===== src/rtl/snn_pkg.sv =====
// Shared types for the spiking-network datapath.
//   SPIKE_W      : default width of a signed spike/weight value
//   spike_val_t  : signed value of SPIKE_W bits
//   syn_state_t  : synapse accumulator step FSM (IDLE / SCAN / EMIT)
package snn_pkg;

  localparam int SPIKE_W = 16;

  typedef logic signed [SPIKE_W-1:0] spike_val_t;

  typedef enum logic [1:0] {
    IDLE = 2'd0,
    SCAN = 2'd1,
    EMIT = 2'd2
  } syn_state_t;

endpackage


===== src/rtl/synapse_weight_regfile.sv =====
// Synapse weight storage: N_INPUTS x W_WIDTH, cleared by reset.
//   clk, rst_n : clock, asynchronous active-low reset
//   we         : write enable (accepted every cycle)
//   waddr      : write index
//   wdata      : write value
//   raddr      : asynchronous read index (scan index)
//   rdata      : weight at raddr
// A write lands on the clock edge, so a same-cycle read of that entry
// still returns the old value.
module synapse_weight_regfile #(
  parameter int N_INPUTS = 8,
  parameter int W_WIDTH  = 16,
  localparam int AW      = $clog2(N_INPUTS)
) (
  input  logic               clk,
  input  logic               rst_n,
  input  logic               we,
  input  logic [AW-1:0]      waddr,
  input  logic [W_WIDTH-1:0] wdata,
  input  logic [AW-1:0]      raddr,
  output logic [W_WIDTH-1:0] rdata
);

  logic [N_INPUTS-1:0][W_WIDTH-1:0] mem;

  always_ff @(posedge clk or negedge rst_n) begin
    if (!rst_n)  mem        <= '0;
    else if (we) mem[waddr] <= wdata;
  end

  assign rdata = mem[raddr];

endmodule


===== src/rtl/synapse_accumulator.sv =====
// Weighted-synapse stage: per time step, snapshot the pre-synaptic spikes
// and sum the signed weight of every active input, one input per cycle.
//   clk, rst_n    : clock, asynchronous active-low reset
//   en            : time-step strobe, honoured only in IDLE
//   pre_spike     : one spike bit per input neuron
//   weight_we/addr/data : weight register write port
//   spiking_value : signed step sum, held between steps
//   out_valid     : one-cycle pulse when spiking_value updates
//   window_done   : pulse on the last out_valid of a T_WINDOW window
//   busy          : high during SCAN and EMIT
// Build option SYN_SAT_EN: clamp the sum to the W_WIDTH signed range
// instead of keeping the low W_WIDTH bits.
module synapse_accumulator
  import snn_pkg::*;
#(
  parameter int N_INPUTS = 8,
  parameter int W_WIDTH  = SPIKE_W,
  parameter int T_WINDOW = 250,
  localparam int IDX_W   = $clog2(N_INPUTS),
  localparam int ACC_W   = W_WIDTH + IDX_W,
  localparam int CNT_W   = (T_WINDOW > 1) ? $clog2(T_WINDOW) : 1
) (
  input  logic                      clk,
  input  logic                      rst_n,
  input  logic                      en,
  input  logic [N_INPUTS-1:0]       pre_spike,
  input  logic                      weight_we,
  input  logic [IDX_W-1:0]          weight_addr,
  input  logic [W_WIDTH-1:0]        weight_data,
  output logic signed [W_WIDTH-1:0] spiking_value,
  output logic                      out_valid,
  output logic                      window_done,
  output logic                      busy
);

  syn_state_t state, state_nxt;

  logic [N_INPUTS-1:0]     snap;
  logic [IDX_W-1:0]        idx;
  logic signed [ACC_W-1:0] acc, acc_nxt;
  logic [CNT_W-1:0]        step_cnt;
  logic [W_WIDTH-1:0]      w_rd;

  logic                    scan_last;
  logic                    cnt_last;

  // next-cycle values of the registered outputs
  logic                    ov_d, wd_d, busy_d;
  logic [W_WIDTH-1:0]      sv_d;

  synapse_weight_regfile #(
    .N_INPUTS (N_INPUTS),
    .W_WIDTH  (W_WIDTH)
  ) u_wrf (
    .clk   (clk),
    .rst_n (rst_n),
    .we    (weight_we),
    .waddr (weight_addr),
    .wdata (weight_data),
    .raddr (idx),
    .rdata (w_rd)
  );

  assign scan_last = (state == SCAN) && (idx == IDX_W'(N_INPUTS - 1));
  assign cnt_last  = (step_cnt == CNT_W'(T_WINDOW - 1));

  // Running sum including the input scanned this cycle; on the last SCAN
  // cycle this is the final step total, so the output register loads it on
  // the edge into EMIT and out_valid is visible during EMIT.
  assign acc_nxt = snap[idx] ? acc + {{IDX_W{w_rd[W_WIDTH-1]}}, w_rd} : acc;

`ifdef SYN_SAT_EN
  localparam logic signed [ACC_W-1:0] SAT_HI = {{(IDX_W+1){1'b0}}, {(W_WIDTH-1){1'b1}}};
  localparam logic signed [ACC_W-1:0] SAT_LO = {{(IDX_W+1){1'b1}}, {(W_WIDTH-1){1'b0}}};

  function automatic logic [W_WIDTH-1:0] conv(input logic signed [ACC_W-1:0] a);
    if (a > SAT_HI)      conv = SAT_HI[W_WIDTH-1:0];
    else if (a < SAT_LO) conv = SAT_LO[W_WIDTH-1:0];
    else                 conv = a[W_WIDTH-1:0];
  endfunction
`else
  function automatic logic [W_WIDTH-1:0] conv(input logic signed [ACC_W-1:0] a);
    conv = a[W_WIDTH-1:0];
  endfunction
`endif

  // ---------------- FSM: state register ----------------
  always_ff @(posedge clk or negedge rst_n) begin
    if (!rst_n) state <= IDLE;
    else        state <= state_nxt;
  end

  // ---------------- FSM: next state ----------------
  always_comb begin
    state_nxt = state;
    case (state)
      IDLE:    if (en) state_nxt = SCAN;
      SCAN:    if (scan_last) state_nxt = EMIT;
      EMIT:    state_nxt = IDLE;
      default: state_nxt = IDLE;
    endcase
  end

  // ---------------- FSM: outputs (registered below) ----------------
  always_comb begin
    ov_d   = scan_last;
    wd_d   = scan_last && cnt_last;
    busy_d = (state_nxt != IDLE);
    sv_d   = scan_last ? conv(acc_nxt) : spiking_value;
  end

  // ---------------- datapath ----------------
  always_ff @(posedge clk or negedge rst_n) begin
    if (!rst_n) begin
      snap          <= '0;
      idx           <= '0;
      acc           <= '0;
      step_cnt      <= '0;
      spiking_value <= '0;
      out_valid     <= 1'b0;
      window_done   <= 1'b0;
      busy          <= 1'b0;
    end else begin
      out_valid     <= ov_d;
      window_done   <= wd_d;
      busy          <= busy_d;
      spiking_value <= sv_d;
      if (state == IDLE && en) begin
        snap <= pre_spike;
        acc  <= '0;
        idx  <= '0;
      end else if (state == SCAN) begin
        acc <= acc_nxt;
        idx <= idx + 1'b1;
      end
      if (scan_last) step_cnt <= cnt_last ? '0 : step_cnt + 1'b1;
    end
  end

endmodule


===== config.mk =====
export PLATFORM = sky130hd
export DESIGN_NAME = synapse_accumulator
export DESIGN_NICKNAME = d
export VERILOG_FILES = /design/src/rtl/snn_pkg.sv /design/src/rtl/synapse_weight_regfile.sv /design/src/rtl/synapse_accumulator.sv
export SDC_FILE = /design/constraint.sdc
export NUM_CORES = 1
export LEC_CHECK = 0
export ABC_CLOCK_PERIOD_IN_PS = 4300
export CELL_PAD_IN_SITES_DETAIL_PLACEMENT = 1
export CELL_PAD_IN_SITES_GLOBAL_PLACEMENT = 2
export CORE_MARGIN = 4
export CORE_UTILIZATION = 43
export CTS_CLUSTER_DIAMETER = 80
export DETAILED_ROUTE_END_ITERATION = 8
export GPL_TIMING_DRIVEN = 0
export PLACE_DENSITY_LB_ADDON = 0.1
export SYNTH_ARGS = -nofsm -noshare
export SYNTH_HDL_FRONTEND = slang
export SYNTH_SLANG_ARGS = --single-unit

===== constraint.sdc =====
create_clock -name clk -period 4.3 [get_ports clk]
set_input_delay 0.645 -clock clk [delete_from_list [all_inputs] [get_ports clk]]
set_output_delay 0.645 -clock clk [all_outputs]
set_load 0.02 [all_outputs]

==> results by group, run 1 <==
Drt
  • Drt first pass iters: 4
  • Final ANT Viol Nets: 0
  • Vias per inst: 5.55
  • Final WL: 20.5 mm
  • Routed len/inst: 21.2 microns
  • 1st-iter DRT viols: 160
  • DRC viols: 0
  • Vias: 5364

Global route
  • Vias in the first global route: 6066
  • Remaining global-route overflow: 0
  • Pin count of the biggest net entering global routing: 96
  • Total GRT Usage: 0.196
  • First-pass GRT wire length: 33.9 mm
  • Initial antenna violation count: 0

Power
  • Reg power frac: 0.318
  • Power Density: 766 nW/um^2
  • Comb pwr share: 0.477
  • Sw Ratio: 0.377
  • Clock power share: 0.205
  • Switching power: 2.94 mW
  • Internal power: 4.87 mW
  • Leakage Power: 4.38 nW
  • Peak supply drop: 0.306 mV
  • Overall power: 7.81 mW

Die
  • Die W: 151 microns
  • Initial core utilization: 0.444
  • Num ports: 50
  • Core Area: 19700 sq um
  • Num rows: 51
  • Die height: 151 microns
  • Die area: 22700 sq um

Critical path
  • Worst setup EP type: flop
  • Worst EP arrival: 4.37 ns
  • Reg2reg end: spiking_value[12]$_DFFE_PN0P_
  • CP endpoint: spiking_value[12]$_DFFE_PN0P_
  • CP required: 4.61 ns
  • Crit Path Max Fanout: 10
  • R2R Setup Slk: 0.24 ns
  • Cells on worst reg2reg path: 12
  • Critical path class: reg2reg
  • CP startpoint: idx[0]$_DFFE_PN0P_
  • Worst R2R Start: idx[0]$_DFFE_PN0P_
  • CP Launch Type: flop

Finish
  • Layout Area Growth over Synthesis: 16.5%
  • Fillcell total: 1964
  • Multi-input gate area: 4010 sq um
  • Diodes inserted: 0
  • Share of post-route cells with drive strength above 1: 0.340
  • Reg area: 4600 sq um
  • Final Util: 0.517
  • Post-route insts no fill: 967
  • Nets: 741

STA
  • Worst-Margin Slew: 1.09 ns
  • Fin crit period: 4.06 ns
  • # setup viols final: 0
  • Hold Violations, Final: 0
  • Slew HR: 0.274
  • Pins Over Slew Limit: 0
  • Period utilization: 0.944
  • Peak Freq: 0.246 GHz
  • Smallest hold slack: 0.216 ns
  • Final setup margin: 0.239 ns
  • Layout Skew: 0.00905 ns
  • RSZ-0062 raised after global routing: false

Yosys
  • Number of synthesized flops with an enable pin: 0
  • Post-synthesis sequential area ratio: 0.526
  • Syn Nets: 676
  • Mapped cell area: 8750 sq um
  • Mean Syn Cell Area: 14.0 sq um
  • Async set-reset flop share out of synthesis: 1.00
  • Cell count after synthesis: 625
  • Main flop type after synthesis: dfrtp_1
  • Yosys warns: 0
  • Number of synthesized register bits: 184
  • Distinct cell type count after synthesis: 47

Placed design
  • Port Buffers: 45
  • Dpl ws: -0.315 ns
  • Placed Cells: 936
  • DP HPWL: 14.4 mm
  • Gpl congestion: 0.778

Clock network
  • CTS root buffer: clkbuf_16
  • Longest Clk Path Bufs: 2
  • Clk_lat worst skew: 0.42 ns
  • Clk slew on worst S/H paths: 0.07 ns
  • Sinks on Clock Net: 184
  • CTS Buf Count: 17
  • H-tree depth: 4
  • Post-CTS setup buffer count: 0
  • TritonCTS clock tree: yes
  • Number of hold buffers added after CTS: 0

Worst hold path
  • Type of the worst min-delay path: in2async

Status
  • Run status: complete, no violations

Flow run
  • Max-cap violations: 0
[kinds of logic after synthesis]
| group | share of synthesized area |
|---|---|
| and+or+nand+nor | 0.0505 |
| DFF | 0.526 |
| adders and majority gates | 0.0295 |
| buffers and inverters | 0.0170 |
| muxes | 0.294 |
| AOI/OAI and AO/OA | 0.0682 |
| xor gates and xnor gates | 0.0140 |
[through the flow]
stage / TNS, ns / cell area [sq um]
finish: 0 / 10200
detailed placement: -0.985 / 9570
floorplan: 0 / 8750
global placement: -856.63 / 9530
global route: 0 / 10200
CTS: 0 / 10200
[critical path, cell delays in order (launching register included)]
cell	delay, ns
dfrtp_1	0.35
clkbuf_2	0.28
buf_6	0.25
mux4_2	0.53
mux2_2	0.31
ha_1	0.23
fa_1	0.42
a21o_1	0.22
a221oi_4	0.35
o21ai_2	0.14
or4_1	0.42
o311a_1	0.15
a221o_1	0.30
[what timing repair did]
item	CTS	global route
pin swaps	0	0
resized for setup	4	4
setup endpoints to repair	7	8
[cells in the mapped netlist (all sizes together) (2+ instances only)]
cell type | number | share of area
dfrtp | 184 | 0.53
mux2 | 151 | 0.19
nand2 | 35 | 0.015
mux4 | 34 | 0.088
o21ai | 23 | 0.014
ha | 19 | 0.027
clkbuf | 17 | 0.0073
a21oi | 15 | 0.0086
a22o | 15 | 0.015
nor2 | 14 | 0.0060
buf | 13 | 0.0072
mux2i | 11 | 0.013
nand3 | 10 | 0.0057
a21o | 9 | 0.0077
xnor2 | 7 | 0.0070
xor2 | 7 | 0.0070
inv | 6 | 0.0026
nor3 | 6 | 0.0040
nand4 | 4 | 0.0029
o21bai | 4 | 0.0034
o31ai | 4 | 0.0034
and3 | 3 | 0.0021
nand2b | 3 | 0.0021
nand4b | 3 | 0.0030
nor3b | 3 | 0.0037
o21a | 3 | 0.0026
a211oi | 2 | 0.0017
a31oi | 2 | 0.0014
and2 | 2 | 0.0014
nor2b | 2 | 0.0014
o211ai | 2 | 0.0017
o311ai | 2 | 0.0020
[metal layers]
| layer | part of all wire | track usage |
|---|---|---|
| met2 | 0.53 | 0.351 |
| met5 | 0 | 0 |
| met1 | 0.44 | 0.250 |
| met4 | 0.0079 | 0.0363 |
| met3 | 0.025 | 0.0367 |
[placed cells by master (no fill, tap or decap), drive strengths merged, types with 3 or more instances in the layout]
cell / instances
nand4b: 3
nor2: 14
a21o: 9
ha: 19
o21a: 3
and3: 3
nor3: 6
clkdlybuf4s50: 44
mux4: 34
dfrtp: 184
nand2b: 3
nand4: 4
nand3: 10
clkbuf: 36
clkinv: 4
nand2: 35
o21bai: 4
nor3b: 3
o21ai: 23
a21oi: 15
xnor2: 7
a22o: 15
mux2i: 11
o31ai: 4
xor2: 7
inv: 11
mux2: 151
buf: 14
[sequential cells by signal, summed over array words and instances (netlist names), 2 cells and up]
| name | count |
|---|---|
| u_wrf.mem | 128 |
| acc | 16 |
| spiking_value | 16 |
| snap | 8 |
| step_cnt | 8 |
| idx | 3 |
| state | 2 |
[final cells by class]
class	instances	area share
Multi-Input combinational cell	405	0.393
Clock buffer	18	0.0431
Inverter	6	0.00221
Clock inverter	13	0.0162
Tap cell	265	0.0325
Timing Repair Buffer	46	0.0474
Sequential cell	184	0.452
Buffer	30	0.0136
[worst min-delay path by stage]
stage	depth (start not counted)	end
4_1_cts	1	step_cnt[5]$_DFFE_PN0P_
3_5_place_dp	2	spiking_value[10]$_DFFE_PN0P_
5_1_grt	1	step_cnt[5]$_DFFE_PN0P_
2_1_floorplan	0	acc[0]$_DFFE_PN0P_
6_report	1	step_cnt[5]$_DFFE_PN0P_
3_3_place_gp	2	spiking_value[8]$_DFFE_PN0P_
[power by group through the flow]
| stage | combinational, mW | sequential [mW] | clock, mW |
|---|---|---|---|
| floorplan | 2.61 | 2.51 | 0 |
| global placement | 3.59 | 2.48 | 0 |
| detailed placement | 3.70 | 2.52 | 0 |
| CTS | 3.75 | 2.48 | 1.65 |
| global route | 4.10 | 2.55 | 1.72 |
| finish | 3.73 | 2.48 | 1.60 |
(Power assumes the default switching activity.)
==> inputs of run 2 (changes only) <==
CORE_UTILIZATION = 46   (was 43)
DONT_BUFFER_PORTS = 1   (was unset)
PLACE_DENSITY = 0.89   (was unset)
PLACE_DENSITY_LB_ADDON = unset   (was 0.1)
==> run 2 against run 1 <==
The flow now finishes with violations (negative hold slack). First-iteration DRC count rose by 93%. Global-route usage rose by 0.76 points. Core utilization rose by 0.25 points. Final cell count fell by 7.9%. Worst setup slack improved by 0.015 ns. Hold slack got worse by 0.31 ns. Combinational power fell by 7.5%. Design area fell by 4.7%. Critical endpoint unchanged.
==> results by group, run 2 (same netlist as run 1, synthesis figures left out) <==
Power
  • Switching power: 2.90 mW (-1.5%)
  • Comb pwr share: 0.444 (-0.033)
  • Sw Ratio: 0.372 (-0.00463)
  • Peak supply drop: 0.358 mV (+17%)
  • Reg power frac: 0.334 (+0.016)
  • Internal power: 4.89 mW (+0.48%)
  • Leakage Power: 4.21 nW (-3.8%)
  • Power Density: 801 nW/um^2 (+4.6%)
  • Clock power share: 0.222 (+0.017)

Clock network
  • CTS Buf Count: 17 (unchanged)
  • Longest Clk Path Bufs: 2 (unchanged)
  • CTS root buffer: clkbuf_16
  • Clk slew on worst S/H paths: 0.07 ns (about the same)
  • H-tree depth: 4 (unchanged)
  • Clk_lat worst skew: 0.44 ns (+0.02 ns)
  • TritonCTS clock tree: yes
  • Sinks on Clock Net: 184 (unchanged)
  • Post-CTS setup buffer count: 0 (unchanged)

Placed design
  • Port Buffers: 0 (-100%)
  • Placed Cells: 859 (-8.2%)
  • Gpl congestion: 0.783 (+0.69%)
  • Dpl ws: -0.276 ns (+0.0384 ns)
  • Placed inst area: 9040 sq um (-5.5%)
  • DP HPWL: 14.1 mm (-2.6%)

Drt
  • Vias per inst: 6.01 (+8.3%)
  • 1st-iter DRT viols: 308 (+93%)
  • Routed len/inst: 23.1 microns (+9.0%)
  • DRC viols: 0 (unchanged)
  • Final WL: 20.6 mm (+0.44%)
  • Drt first pass iters: 4 (unchanged)
  • Final ANT Viol Nets: 0 (unchanged)
  • Vias: 5352 (-0.22%)

Finish
  • Share of post-route cells with drive strength above 1: 0.359 (+0.0188)
  • Largest regs: u_wrf.mem (128), acc (16), spiking_value (16)
  • Largest register FFs: 128 (unchanged)
  • Final Util: 0.520 (+0.00250)
  • Most frequent cells in the layout: 184 x dfrtp_1, 151 x mux2_2, 35 x nand2_1
  • Cell area after layout: 9720 sq um (-4.7%)
  • Layout Area Growth over Synthesis: 11.1%
  • Largest Register: u_wrf.mem
  • Diodes inserted: 0 (unchanged)
  • Post-route insts no fill: 891 (-7.9%)
  • Commonest non-fill, non-tap cell in the layout: dfrtp_1
  • Nets: 695 (-6.2%)

Die
  • Core Area: 18700 sq um (-5.1%)
  • Die area: 21300 sq um (-6.2%)
  • Die W: 146 microns (-3.1%)
  • Num ports: 50 (unchanged)
  • Die height: 146 microns (-3.1%)
  • Initial core utilization: 0.468 (+0.0240)
  • Num rows: 50 (-2.0%)

Critical path
  • Bufs and invs on worst path: 2 (unchanged)
  • CP endpoint: spiking_value[12]$_DFFE_PN0P_
  • CP Launch Type: flop
  • Cell family with most CP delay: compound AO/OA/AOI/OAI gates
  • Worst path max stage delay: 0.43 ns (-0.10 ns)
  • Crit Path Max Fanout: 10 (unchanged)
  • CP startpoint: idx[1]$_DFFE_PN0P_
  • Worst EP arrival: 4.36 ns (about the same)
  • Crit path max-delay cell type: fa_1
  • Worst R2R Start: idx[1]$_DFFE_PN0P_
  • Reg2reg end: spiking_value[12]$_DFFE_PN0P_
  • Worst setup EP type: flop
  • Critical-path cell list: buf_2 > clkbuf_2 > mux4_2 > mux2_2 > ha_1 > fa_1 > a21o_1 > a221oi_4 > o21ai_2 > or4_1 > o311a_1 > a221o_1
  • Critical path class: reg2reg
  • CP required: 4.62 ns (about the same)
  • R2R Setup Slk: 0.25 ns (about the same)
  • Cells on worst reg2reg path: 12 (unchanged)
  • Cell count along the critical path: 12 (unchanged)

Global route
  • First-pass GRT wire length: 34.1 mm (+0.65%)
  • Vias in the first global route: 6155 (+1.5%)
  • Pin count of the biggest net entering global routing: 185 (+93%)
  • Initial antenna violation count: 0 (unchanged)
  • Remaining global-route overflow: 0 (unchanged)
  • Total GRT Usage: 0.203 (+0.00760)

STA
  • Layout Skew: 0.0134 ns (+0.00437 ns)
  • Period utilization: 0.941 (-0.00342)
  • RSZ-0062 raised after global routing: false
  • Slew HR: 0.104 (-0.170)
  • Hold Violations, Final: 184 (+184)
  • Worst-Margin Slew: 1.33 ns (+0.247 ns)
  • # setup viols final: 0 (unchanged)
  • Smallest hold slack: -0.0943 ns (-0.310 ns)
  • Pins Over Slew Limit: 0 (unchanged)
  • Peak Freq: 0.247 GHz (+0.36%)
  • Final setup margin: 0.254 ns (+0.0147 ns)
  • Fin crit period: 4.05 ns (-0.0147 ns)
  • TNS Setup: 0 ns (unchanged)

Worst hold path
  • Type of the worst min-delay path: in2async

Status
  • Run status: complete, but fails checks
  • Failing checks: negative hold slack

Flow run
  • Max-cap violations: 0 (unchanged)
run 2: changes by cell type in the layout (fill, tap and decap cells not counted), moves of 2 or more:
cell	before	now
bufinv_16	2	4
clkbuf_8	1	3
clkdlybuf4s50_1	44	0
inv_8	3	1
run 2: through the flow:
step	hold WS (ns)	power, mW
finish	-0.0943	7.79
global route	-0.117	8.30
CTS	-0.110	7.82
detailed placement	0.359	6.01
global placement	0.359	5.78
floorplan	0.349	5.12
run 2: routing by layer:
metal,track usage,vias to the layer above,share of wire
met2,0.351,97,0.52
met5,0,-,0
met3,0.0526,37,0.046
li1,-,2380,-
met4,0.0641,0,0.019
met1,0.252,2838,0.42
run 2: how the worst min path moves through the flow:
stage / endpoint / depth (start not counted)
2_1_floorplan: acc[0]$_DFFE_PN0P_ / 0
3_3_place_gp: spiking_value[12]$_DFFE_PN0P_ / 0
4_1_cts: out_valid$_DFF_PN0_ / 0
3_5_place_dp: spiking_value[12]$_DFFE_PN0P_ / 0
6_report: acc[8]$_DFFE_PN0P_ / 0
5_1_grt: out_valid$_DFF_PN0_ / 0
run 2: power groups by stage:
| stage | sequential (mW) | combinational [mW] | clock [mW] |
|---|---|---|---|
| floorplan | 2.51 | 2.61 | 0 |
| global placement | 2.57 | 3.21 | 0 |
| detailed placement | 2.63 | 3.38 | 0 |
| CTS | 2.60 | 3.46 | 1.76 |
| global route | 2.66 | 3.80 | 1.83 |
| finish | 2.60 | 3.45 | 1.73 |
run 2: cell type report:
type / instances / area, sq um
buffer: 30 / 141
clock buffer: 21 / 470
clock inverter: 11 / 181
fill: 1805 / 8990
inverter: 6 / 22.5
multi-input combinational: 405 / 4010
sequential: 184 / 4600
tap: 234 / 293
run 2: worst reg2reg max path, stage by stage, from the launching register on:
cell,delay [ns]
dfrtp_1,0.37
buf_2,0.26
clkbuf_2,0.35
mux4_2,0.37
mux2_2,0.31
ha_1,0.24
fa_1,0.43
a21o_1,0.23
a221oi_4,0.35
o21ai_2,0.14
or4_1,0.42
o311a_1,0.16
a221o_1,0.30
run 2: what timing repair did:
item / in CTS / in global routing
gates resized for setup: 4 / 7
setup endpoints to repair: 7 / 9
hold endpoints to repair: 184 / 184
==> inputs of run 3 (changes only) <==
ABC_CLOCK_PERIOD_IN_PS = 4450   (was 4300)
CORE_UTILIZATION = 47   (was 46)
CTS_BUF_LIST = sky130_fd_sc_hd__clkbuf_2 sky130_fd_sc_hd__clkbuf_4 sky130_fd_sc_hd__clkbuf_8   (was unset)
PLACE_DENSITY = 0.9   (was 0.89)
SYNTH_HIERARCHICAL = 1   (was unset)
clock period = 4.45 ns   (was 4.3 ns; I/O delays follow)
==> run 3 against run 2 <==
Critical path type unchanged. The flow still finishes with violations (negative hold slack). Sequential share of layout area barely moved. Clock skew rose by 0.010 ns. Non-clock buffer count rose by 6. Register-to-register slack improved by 0.17 ns. Hold slack got worse by 0.028 ns. Power fell by 11%. Global-route usage fell by 0.22 points. Worst setup slack improved by 0.17 ns.
==> results by group, run 3 <==
Status
  • Run status: complete, but fails checks
  • Failing checks: negative hold slack

STA
  • Layout Skew: 0.0237 ns (+0.0102 ns)
  • Hold Violations, Final: 184 (unchanged)
  • Peak Freq: 0.249 GHz (+0.62%)
  • TNS Setup: 0 ns (unchanged)
  • RSZ-0062 raised after global routing: false
  • # setup viols final: 0 (unchanged)
  • Slew HR: 0.443 (+0.339)
  • Period utilization: 0.904 (-0.0373)
  • Final setup margin: 0.429 ns (+0.175 ns)
  • Pins Over Slew Limit: 0 (unchanged)
  • Fin crit period: 4.02 ns (-0.0249 ns)
  • Worst-Margin Slew: 0.836 ns (-0.499 ns)
  • Smallest hold slack: -0.123 ns (-0.0283 ns)

Yosys
  • Distinct cell type count after synthesis: 52 (+11%)
  • Mapped cell area: 9030 sq um (+3.2%)
  • Synth area leaders: dfrtp_1 51%, mux2_2 19%, mux4_1 8.1%
  • Post-synth top cells: 184 x dfrtp_1, 152 x mux2_2, 51 x nand2_1
  • Mean Syn Cell Area: 13.8 sq um (-1.2%)
  • Yosys warns: 6 (+6)
  • Cell count after synthesis: 653 (+4.5%)
  • Async set-reset flop share out of synthesis: 1.00 (unchanged)
  • Top-count cell post-synth: dfrtp_1
  • Yosys top cell area share: 0.510 (-0.0163)
  • Number of synthesized register bits: 184 (unchanged)
  • Syn Nets: 704 (+4.1%)
  • Main flop type after synthesis: dfrtp_1
  • Number of synthesized flops with an enable pin: 0 (unchanged)
  • Post-synthesis sequential area ratio: 0.510 (-0.0163)
  • Area leader, netlist: dfrtp_1

Critical path
  • Critical path class: reg2reg
  • CP Launch Type: flop
  • Critical-path cell list: buf_1 > mux4_1 > mux2_2 > ha_1 > a21oi_2 > nor2_1 > o31ai_4 > a31oi_1 > o21a_1 > or4_1 > a31oi_1
  • Crit Path Max Fanout: 10 (unchanged)
  • CP required: 4.85 ns (+0.23 ns)
  • Worst setup EP type: flop
  • Crit path top cell by count: a31oi_1
  • Worst path max stage delay: 0.62 ns (+0.19 ns)
  • Crit path max-delay cell type: buf_1
  • Worst EP arrival: 4.42 ns (+0.06 ns)
  • Cell family with most CP delay: compound AO/OA/AOI/OAI gates
  • Bufs and invs on worst path: 1 (-1)

Placed design
  • DP HPWL: 14.4 mm (+2.7%)
  • Dpl ws: 0.455 ns (+0.731 ns)
  • Gpl congestion: 0.808 (+3.2%)
  • Port Buffers: 0 (unchanged)
  • Placed inst area: 9350 sq um (+3.5%)

Die
  • Die W: 147 microns (+0.48%)
  • Core Area: 18800 sq um (+0.67%)
  • Initial core utilization: 0.479 (+0.0118)
  • Num rows: 50 (unchanged)
  • Die area: 21500 sq um (+0.95%)
  • Die height: 147 microns (+0.48%)
  • Num ports: 50 (unchanged)

Clock network
  • Longest Clk Path Bufs: 2 (unchanged)
  • Post-CTS setup buffer count: 0 (unchanged)
  • H-tree depth: 4 (unchanged)
  • TritonCTS clock tree: yes
  • Sinks on Clock Net: 184 (unchanged)
  • Post_cts resized: 0 (-4)
  • Clk slew on worst S/H paths: 0.10 ns (+0.03 ns)
  • Clk_lat worst skew: 0.49 ns (+0.05 ns)
  • CTS root buffer: clkbuf_8
  • CTS Buf Count: 17 (unchanged)

Drt
  • Met2 routed WL: 10.7 mm (+0.72%)
  • DRC viols: 0 (unchanged)
  • Vias: 5377 (+0.47%)
  • 1st-iter DRT viols: 246 (-20%)
  • Routed metal-1 wirelength: 8.99 mm (+4.4%)
  • Met3 wire length: 745 microns (-21%)
  • Vias per inst: 5.69 (-5.3%)
  • Final ANT Viol Nets: 0 (unchanged)
  • Final WL: 20.7 mm (+0.71%)
  • Routed len/inst: 21.9 microns (-5.0%)
  • Top sig layer: met4
  • Drt first pass iters: 4 (unchanged)

Global route
  • Total GRT Usage: 0.201 (-0.00220)
  • Pin count of the biggest net entering global routing: 185 (unchanged)
  • Remaining global-route overflow: 0 (unchanged)
  • First-pass GRT wire length: 33.7 mm (-1.3%)
  • Initial antenna violation count: 0 (unchanged)
  • Vias in the first global route: 6030 (-2.0%)

Finish
  • Nets: 723 (+4.0%)
  • Multi-input gate area: 4170 sq um (+4.0%)
  • Most frequent cells in the layout: 184 x dfrtp_1, 152 x mux2_2, 51 x nand2_1
  • Reg area: 4600 sq um (unchanged)
  • Layout Area Growth over Synthesis: 7.66%
  • Cell area after layout: 9720 sq um (about the same)
  • Share of post-route cells with drive strength above 1: 0.331 (-0.0278)
  • Fillcell total: 1886 (+4.5%)
  • Diodes inserted: 0 (unchanged)
  • Largest Register: u_wrf/mem
  • Commonest non-fill, non-tap cell in the layout: dfrtp_1
  • Largest register FFs: 128 (unchanged)
  • Largest regs: u_wrf/mem (128), acc (16), spiking_value (16)

Power
  • Peak supply drop: 0.311 mV (-13%)
  • Leakage Power: 4.29 nW (+1.9%)
  • Power Density: 714 nW/um^2 (-11%)
  • Overall power: 6.94 mW (-11%)

Flow run
  • Max-cap violations: 0 (unchanged)

Worst hold path
  • Type of the worst min-delay path: in2async
-- run 3: changes by cell type after synthesis, moves of 3 or more --
cell and change:
mux4_1 +28, clkbuf_1 -9, nand3_1 +15, a22o_1 -12, nor4bb_1 +3, a21o_1 -5
mux4_2 -28, nor2_1 +5, buf_6 +8, nand2_1 +16, o21ai_0 +5, buf_4 +5
nand4b_2 +3
-- run 3: metal layers --
metal,up-vias,track usage
li1,2453,-
met2,80,0.347
met5,-,0
met4,0,0.0621
met1,2824,0.260
met3,20,0.0366
-- run 3: worst paths after layout --
kind                                            from                            end  slack (ns)  cells after the start
hold reg to reg            u_wrf/mem[83]$_DFFE_PN0P_      u_wrf/mem[83]$_DFFE_PN0P_        0.51                      1
hold / removal                                 rst_n            snap[1]$_DFFE_PN0P_       -0.12                      0
setup / recovery                  idx[2]$_DFFE_PN0P_  spiking_value[15]$_DFFE_PN0P_        0.43                     11
max in group asynchronous                      rst_n      u_wrf/mem[88]$_DFFE_PN0P_        4.36                      0
setup reg to reg                  idx[2]$_DFFE_PN0P_  spiking_value[15]$_DFFE_PN0P_        0.43                     11
min in group clk                      weight_data[3]      u_wrf/mem[51]$_DFFE_PN0P_        0.32                      1
-- run 3: layout make-up --
type / count / area share
Tap cell: 260 / 0.0335
Multi-Input combinational cell: 425 / 0.428
Inverter: 8 / 0.00309
Sequential cell: 184 / 0.474
Clock buffer: 17 / 0.0241
Clock inverter: 15 / 0.0136
Buffer: 36 / 0.0236
-- run 3: power by group --
part | internal, mW | switching [mW] | leakage [nW]
registers | 2.14 | 0.386 | 2.24
logic | 1.54 | 1.80 | 1.87
clock network | 0.409 | 0.670 | 0.186
-- run 3: cell families (layout without fill, tap and decap cells) --
| logic type | count (synthesis) | after routing | synth area share |
|---|---|---|---|
| muxes | 198 | 198 | 0.301 |
| DFF | 184 | 184 | 0.510 |
| and+or+nand+nor | 127 | 127 | 0.0723 |
| AOI/OAI and AO/OA | 65 | 65 | 0.0452 |
| buffers and inverters | 44 | 76 | 0.0287 |
| adders and majority gates | 20 | 20 | 0.0285 |
| xor gates and xnor gates | 15 | 15 | 0.0146 |
-- run 3: through the flow --
| step | hold slack (ns) | cells | utilization |
|---|---|---|---|
| finish | -0.123 | 945 | 0.516 |
| floorplan | 0.372 | 653 | - |
| global route | -0.149 | 945 | 0.516 |
| detailed placement | 0.379 | 913 | 0.497 |
| CTS | -0.161 | 945 | 0.516 |
| global placement | 0.377 | 913 | 0.497 |
==> RTL change 1: new RTL, settings of run 3 <==
Change the parameter `T_WINDOW` from 250 to 500.
--- a/src/rtl/synapse_accumulator.sv
+++ b/src/rtl/synapse_accumulator.sv
@@ -15,7 +15,7 @@
 #(
   parameter int N_INPUTS = 8,
   parameter int W_WIDTH  = SPIKE_W,
-  parameter int T_WINDOW = 250,
+  parameter int T_WINDOW = 500,
   localparam int IDX_W   = $clog2(N_INPUTS),
   localparam int ACC_W   = W_WIDTH + IDX_W,
   localparam int CNT_W   = (T_WINDOW > 1) ? $clog2(T_WINDOW) : 1
Check against the original RTL: no difference found for any inputs over 4 cycles, from zero or initial values and one cycle with rst_n low; that may be too few to reach the edited logic, so the function may still have changed.
==> RTL change 1 against run 3 <==
  * The flow still finishes with violations (hold timing)
  * Global-route usage down 0.98 points
  * Total power down 1.0%
  * First-iteration DRC count up 7.3%
  * Combinational power down 5%
  * Non-clock buffer count down 3
  * Sequential power about the same
  * Worst setup slack worse by 140 ps
  * Count of clock-buffer cells in the layout up 2
  * Worst hold slack better by 9.8 ps
  * Sequential share of layout area up 0.33 points
  * Final area down 0.15%
  * Sequential cell count up 1
  * Area after synthesis down 0.37%
  * Wire length down 4.5%
  * Largest cell class unchanged
==> RTL change 1: results (changes against run 3) <==
[grt]
grt_max_degree=186  ; +0.54%
grt_usage_pct=19.2  ; -0.98 points
grt_pass1_wl_mm=32.3  ; -4.2%
grt_pass1_vias=5928  ; -1.7%

[run_status]
status=finished, violations left
failed_checks=hold timing

[worst_setup_path]
timing.rr.start=idx[0]
cp.arrival_ps=4500  ; +80 ps
ff2ff_path_depth=13  ; +2
slowest_delay_ps=580  ; -40 ps
r2r_end=spiking_value[14]
cpLargestDelayFamily=compound AO/OA/AOI/OAI gates
cpMaxStageDelayCell=mux4_1

[route]
wl_per_cell_um=22.0  ; +0.29%
vias_per_cell=5.87  ; +3.2%
drt_iter0_drc=264  ; +7.3%
drt_pass1_iterations=5  ; +1

[power]
vdd_drop_max_mv=0.235  ; -24%
leakage_nw=4.32  ; +0.52%

[yosys]
synthesis.nets=684  ; -2.8%
synth_area_leaders=dfrtp_1, mux2_2, mux4_1, ha_1, nand2_1
seq_area_frac_synth_pct=51.5  ; +0.47 points
yosysUniqueCellTypes=51  ; -1.9%
synthTopCellsByCount=dfrtp_1, mux2_2, nand2_1

[sta]
hold_slack_ps=-113  ; +9.82 ps
finClkSkew_ps=12.9  ; -10.7 ps
relSlewSlack_pct=47.5  ; +3.2 points
hold_violations=185  ; +0.54%

[finish]
fin_nets=703  ; -2.8%
final_layout_size_suffix_gt1_share_pct=34.1  ; +0.95 points

[placement]
dp_hpwl_mm=13.9  ; -3.9%

[worst_hold_path]
hp-class=primary input to async pin

-- RTL change 1: changes by cell type in the layout (fill, tap and decap cells not counted), moves of 4 or more --
cell / before / now
a22o_1: 2 / 13
o21ai_1: 0 / 17
o21ai_0: 27 / 8
xnor2_1: 7 / 3
nand2_1: 51 / 38
nor3_1: 7 / 3
nand3_1: 25 / 12
mux2i_1: 11 / 7
xor2_1: 8 / 16
-- RTL change 1: worst max-delay path by stage --
stage / start / to / slack (ps) / cells past startpoint
6_report: idx[0] / spiking_value[14] / 290 / 13
2_1_floorplan: idx[0] / spiking_value[14] / 970 / 13
3_3_place_gp: idx[1] / spiking_value[14] / 350 / 12
3_5_place_dp: idx[2] / spiking_value[14] / 240 / 12
4_1_cts: idx[2] / spiking_value[14] / 190 / 12
5_1_grt: idx[0] / spiking_value[14] / 70 / 13
-- RTL change 1: cell type report --
cell class,count,area (um^2),area share [%]
Tap cell,234,293,3.02
Clock inverter,13,165,1.70
Inverter,7,26.3,0.271
Clock buffer,19,249,2.57
Buffer,33,206,2.13
Sequential cell,185,4630,47.7
Multi-Input combinational cell,409,4140,42.6
-- RTL change 1: logic make-up after synthesis --
group | synth area share [%]
AOI/OAI and AO/OA | 5.44
xor gates and xnor gates | 1.85
muxes | 29.7
and+or+nand+nor | 6.23
DFF | 51.5
adders and majority gates | 2.73
buffers and inverters | 2.55
-- RTL change 1: per-layer routing --
| layer | up-vias | global-route usage (%) | share of wire (%) |
|---|---|---|---|
| met4 | 0 | 4.52 | 1.2 |
| met2 | 76 | 32.9 | 51 |
| li1 | 2409 | - | - |
| met5 | - | 0 | 0 |
| met1 | 2780 | 24.7 | 44 |
| met3 | 22 | 4.66 | 3.5 |
-- RTL change 1: repair_timing --
item                                    CTS  global route
hold endpoints to repair                185           185
gates resized for setup                   0             4
endpoints found under the setup margin    0             3
-- RTL change 1: stage by stage --
| stage | instances | cell area, um^2 | hold slack [ps] | setup slack, ps |
|---|---|---|---|---|
| finish | 900 | 9710 | -113 | 294 |
| global route | 900 | 9710 | -157 | 73.7 |
| CTS | 900 | 9700 | -140 | 194 |
| detailed placement | 868 | 9290 | 381 | 237 |
| global placement | 868 | 9290 | 377 | 346 |
| floorplan | 634 | 8990 | 372 | 971 |
-- RTL change 1: worst reg2reg max path, stage by stage (launching register included) --
cell and delay (ps):
dfrtp_1 490, buf_6 180, buf_6 180, mux4_1 590, mux2_2 300, ha_1 210
fa_1 410, a21oi_1 220, o21ai_0 140, a21oi_1 370, o21ai_1 200, a221oi_1 380
xor2_1 280, a21oi_1 110
-- RTL change 1: report_power, final --
group	internal [mW]	leakage (nW)	switching, mW
clock network	0.572	0.200	0.608
logic	1.52	1.86	1.64
registers	2.15	2.26	0.384
==> RTL change 2: new RTL, config.mk and constraints of run 3 <==
Without the edit above. Take the reset off `spiking_value` and load it in a clocked block of its own.
--- a/src/rtl/synapse_accumulator.sv
+++ b/src/rtl/synapse_accumulator.sv
@@ -116,7 +116,6 @@
       idx           <= '0;
       acc           <= '0;
       step_cnt      <= '0;
-      spiking_value <= '0;
       out_valid     <= 1'b0;
       window_done   <= 1'b0;
       busy          <= 1'b0;
@@ -124,7 +123,6 @@
       out_valid     <= ov_d;
       window_done   <= wd_d;
       busy          <= busy_d;
-      spiking_value <= sv_d;
       if (state == IDLE && en) begin
         snap <= pre_spike;
         acc  <= '0;
@@ -137,5 +135,9 @@
     end
   end
 
+  always_ff @(posedge clk) begin
+    spiking_value <= sv_d;
+  end
+
 endmodule
 
Behaviour: not the same (Yosys sat finds a counterexample within 10 cycles, from zero or initial values and one cycle with rst_n low; the reset may be asserted at any time).
==> RTL change 2 against run 3 <==
  * The run still ends with hold timing left
  * Count of clock-buffer cells in the layout stayed put
  * Area after synthesis is 1.3% lower
  * Total power is 2.9% lower
  * Wire length is 1.6% lower
  * Global-route usage is 0.058 points lower
  * Sequential cell count stayed put
  * Clock skew is 12 ps lower
  * Final area is 0.54% lower
  * Worst setup slack worse by 80 ps
  * Critical path type unchanged
  * Critical path depth is 1 higher
  * Sequential power is 2% lower
  * Combinational power is 11% lower
==> RTL change 2: results (changes against run 3) <==
[run_status]
status=finished, violations left
failed_checks=hold timing

[worst_setup_path]
slowest_delay_ps=590  ; -30 ps
cp.arrival_ps=4330  ; -90 ps
cpLargestDelayFamily=multiplexers

[sta]
finClkSkew_ps=12.1  ; -11.6 ps
relSlewSlack_pct=48.8  ; +4.6 points
hold_violations=168  ; -8.7%
hold_slack_ps=-119  ; +3.17 ps

[placement]
dpl-instance-area_um2=9210  ; -1.6%
dp_hpwl_mm=14.1  ; -2.4%
dp_cells=861  ; -5.7%
finalWeightedCongestion=0.829  ; +2.5%

[finish]
fin_nets=697  ; -3.6%
fillers=1828  ; -3.1%
multi_input_gates=406  ; -4.5%
signal_buffers=32  ; -11%
seq_share_pct=48.5  ; +1.1 points
final_area_um2=9670  ; -0.54%
clkCellAreaFrac_pct=4.72  ; +0.95 points
buffer_area_share_pct=2.08  ; -0.27 points
nNonClkInverters=5  ; -3
multiInputGateArea_um2=4010  ; -3.6%

[grt]
grt_pass1_vias=6017  ; -0.22%

[route]
vias_per_cell=5.91  ; +3.9%
vias=5274  ; -1.9%
wl_per_cell_um=22.9  ; +4.3%

[power]
leakage_nw=4.19  ; -2.5%
vdd_drop_max_mv=0.252  ; -19%

[yosys]
seq_area_frac_synth_pct=52.5  ; +1.5 points
synth_area_leaders=dfrtp_1, mux2_2, mux4_1, edfxtp_1, nand2_1
synthesis.nets=678  ; -3.7%
avgSynthCellArea_um2=14.2  ; +2.8%

[cts]
clock_latency_ps=470  ; -20 ps

## RTL change 2: cell types whose count changed after synthesis, sizes merged, moves of 4 or more
cell / before / now
nand3: 25 / 13
nor2: 19 / 11
nand2: 51 / 68
nor2b: 4 / 0
edfxtp: 0 / 16
dfrtp: 184 / 168
o21ai: 27 / 20
nor3: 7 / 2
mux2i: 12 / 1
## RTL change 2: worst paths after layout
check                                   from                end  slack [ps]  depth (start not counted)
worst min-delay path                   rst_n        window_done        -120                          0
worst max register to register        idx[0]  spiking_value[10]         350                         12
min in group clk                pre_spike[6]            snap[6]         300                          2
worst max-delay path                  idx[0]  spiking_value[10]         350                         12
max in group asynchronous              rst_n      u_wrf/mem[92]        4320                          0
worst min register to register       snap[2]            snap[2]         490                          2
## RTL change 2: repair_timing
action,CTS,global route
buffers inserted,0,0
endpoints found under the setup margin,0,5
hold endpoints to repair,168,168
resized for setup,0,4
## RTL change 2: cells by family (layout without fill, tap and decap cells)
kind of cell / Yosys count / in the layout / share of synthesized area [%]
muxes: 186 / 186 / 29.1
and+or+nand+nor: 118 / 118 / 6.72
buffers and inverters: 37 / 68 / 2.43
adders and majority gates: 20 / 20 / 2.89
xor gates and xnor gates: 17 / 17 / 1.67
DFF: 184 / 184 / 52.5
AOI/OAI and AO/OA: 65 / 65 / 4.65
## RTL change 2: power by group through the flow
stage | registers (mW) | clock network [mW] | logic (mW)
final | 2.49 | 1.29 | 2.96
after floorplan | 2.41 | 0 | 2.27
after global routing | 2.54 | 1.39 | 3.28
after detailed placement | 2.52 | 0 | 2.96
after CTS | 2.49 | 1.32 | 2.99
after global placement | 2.47 | 0 | 2.79
## RTL change 2: routing by layer
metal  GRT usage, %  share of wire [%]
met5              0                  0
met4           6.27                1.8
met3           3.80                2.7
met2           34.1                 51
met1           26.3                 45
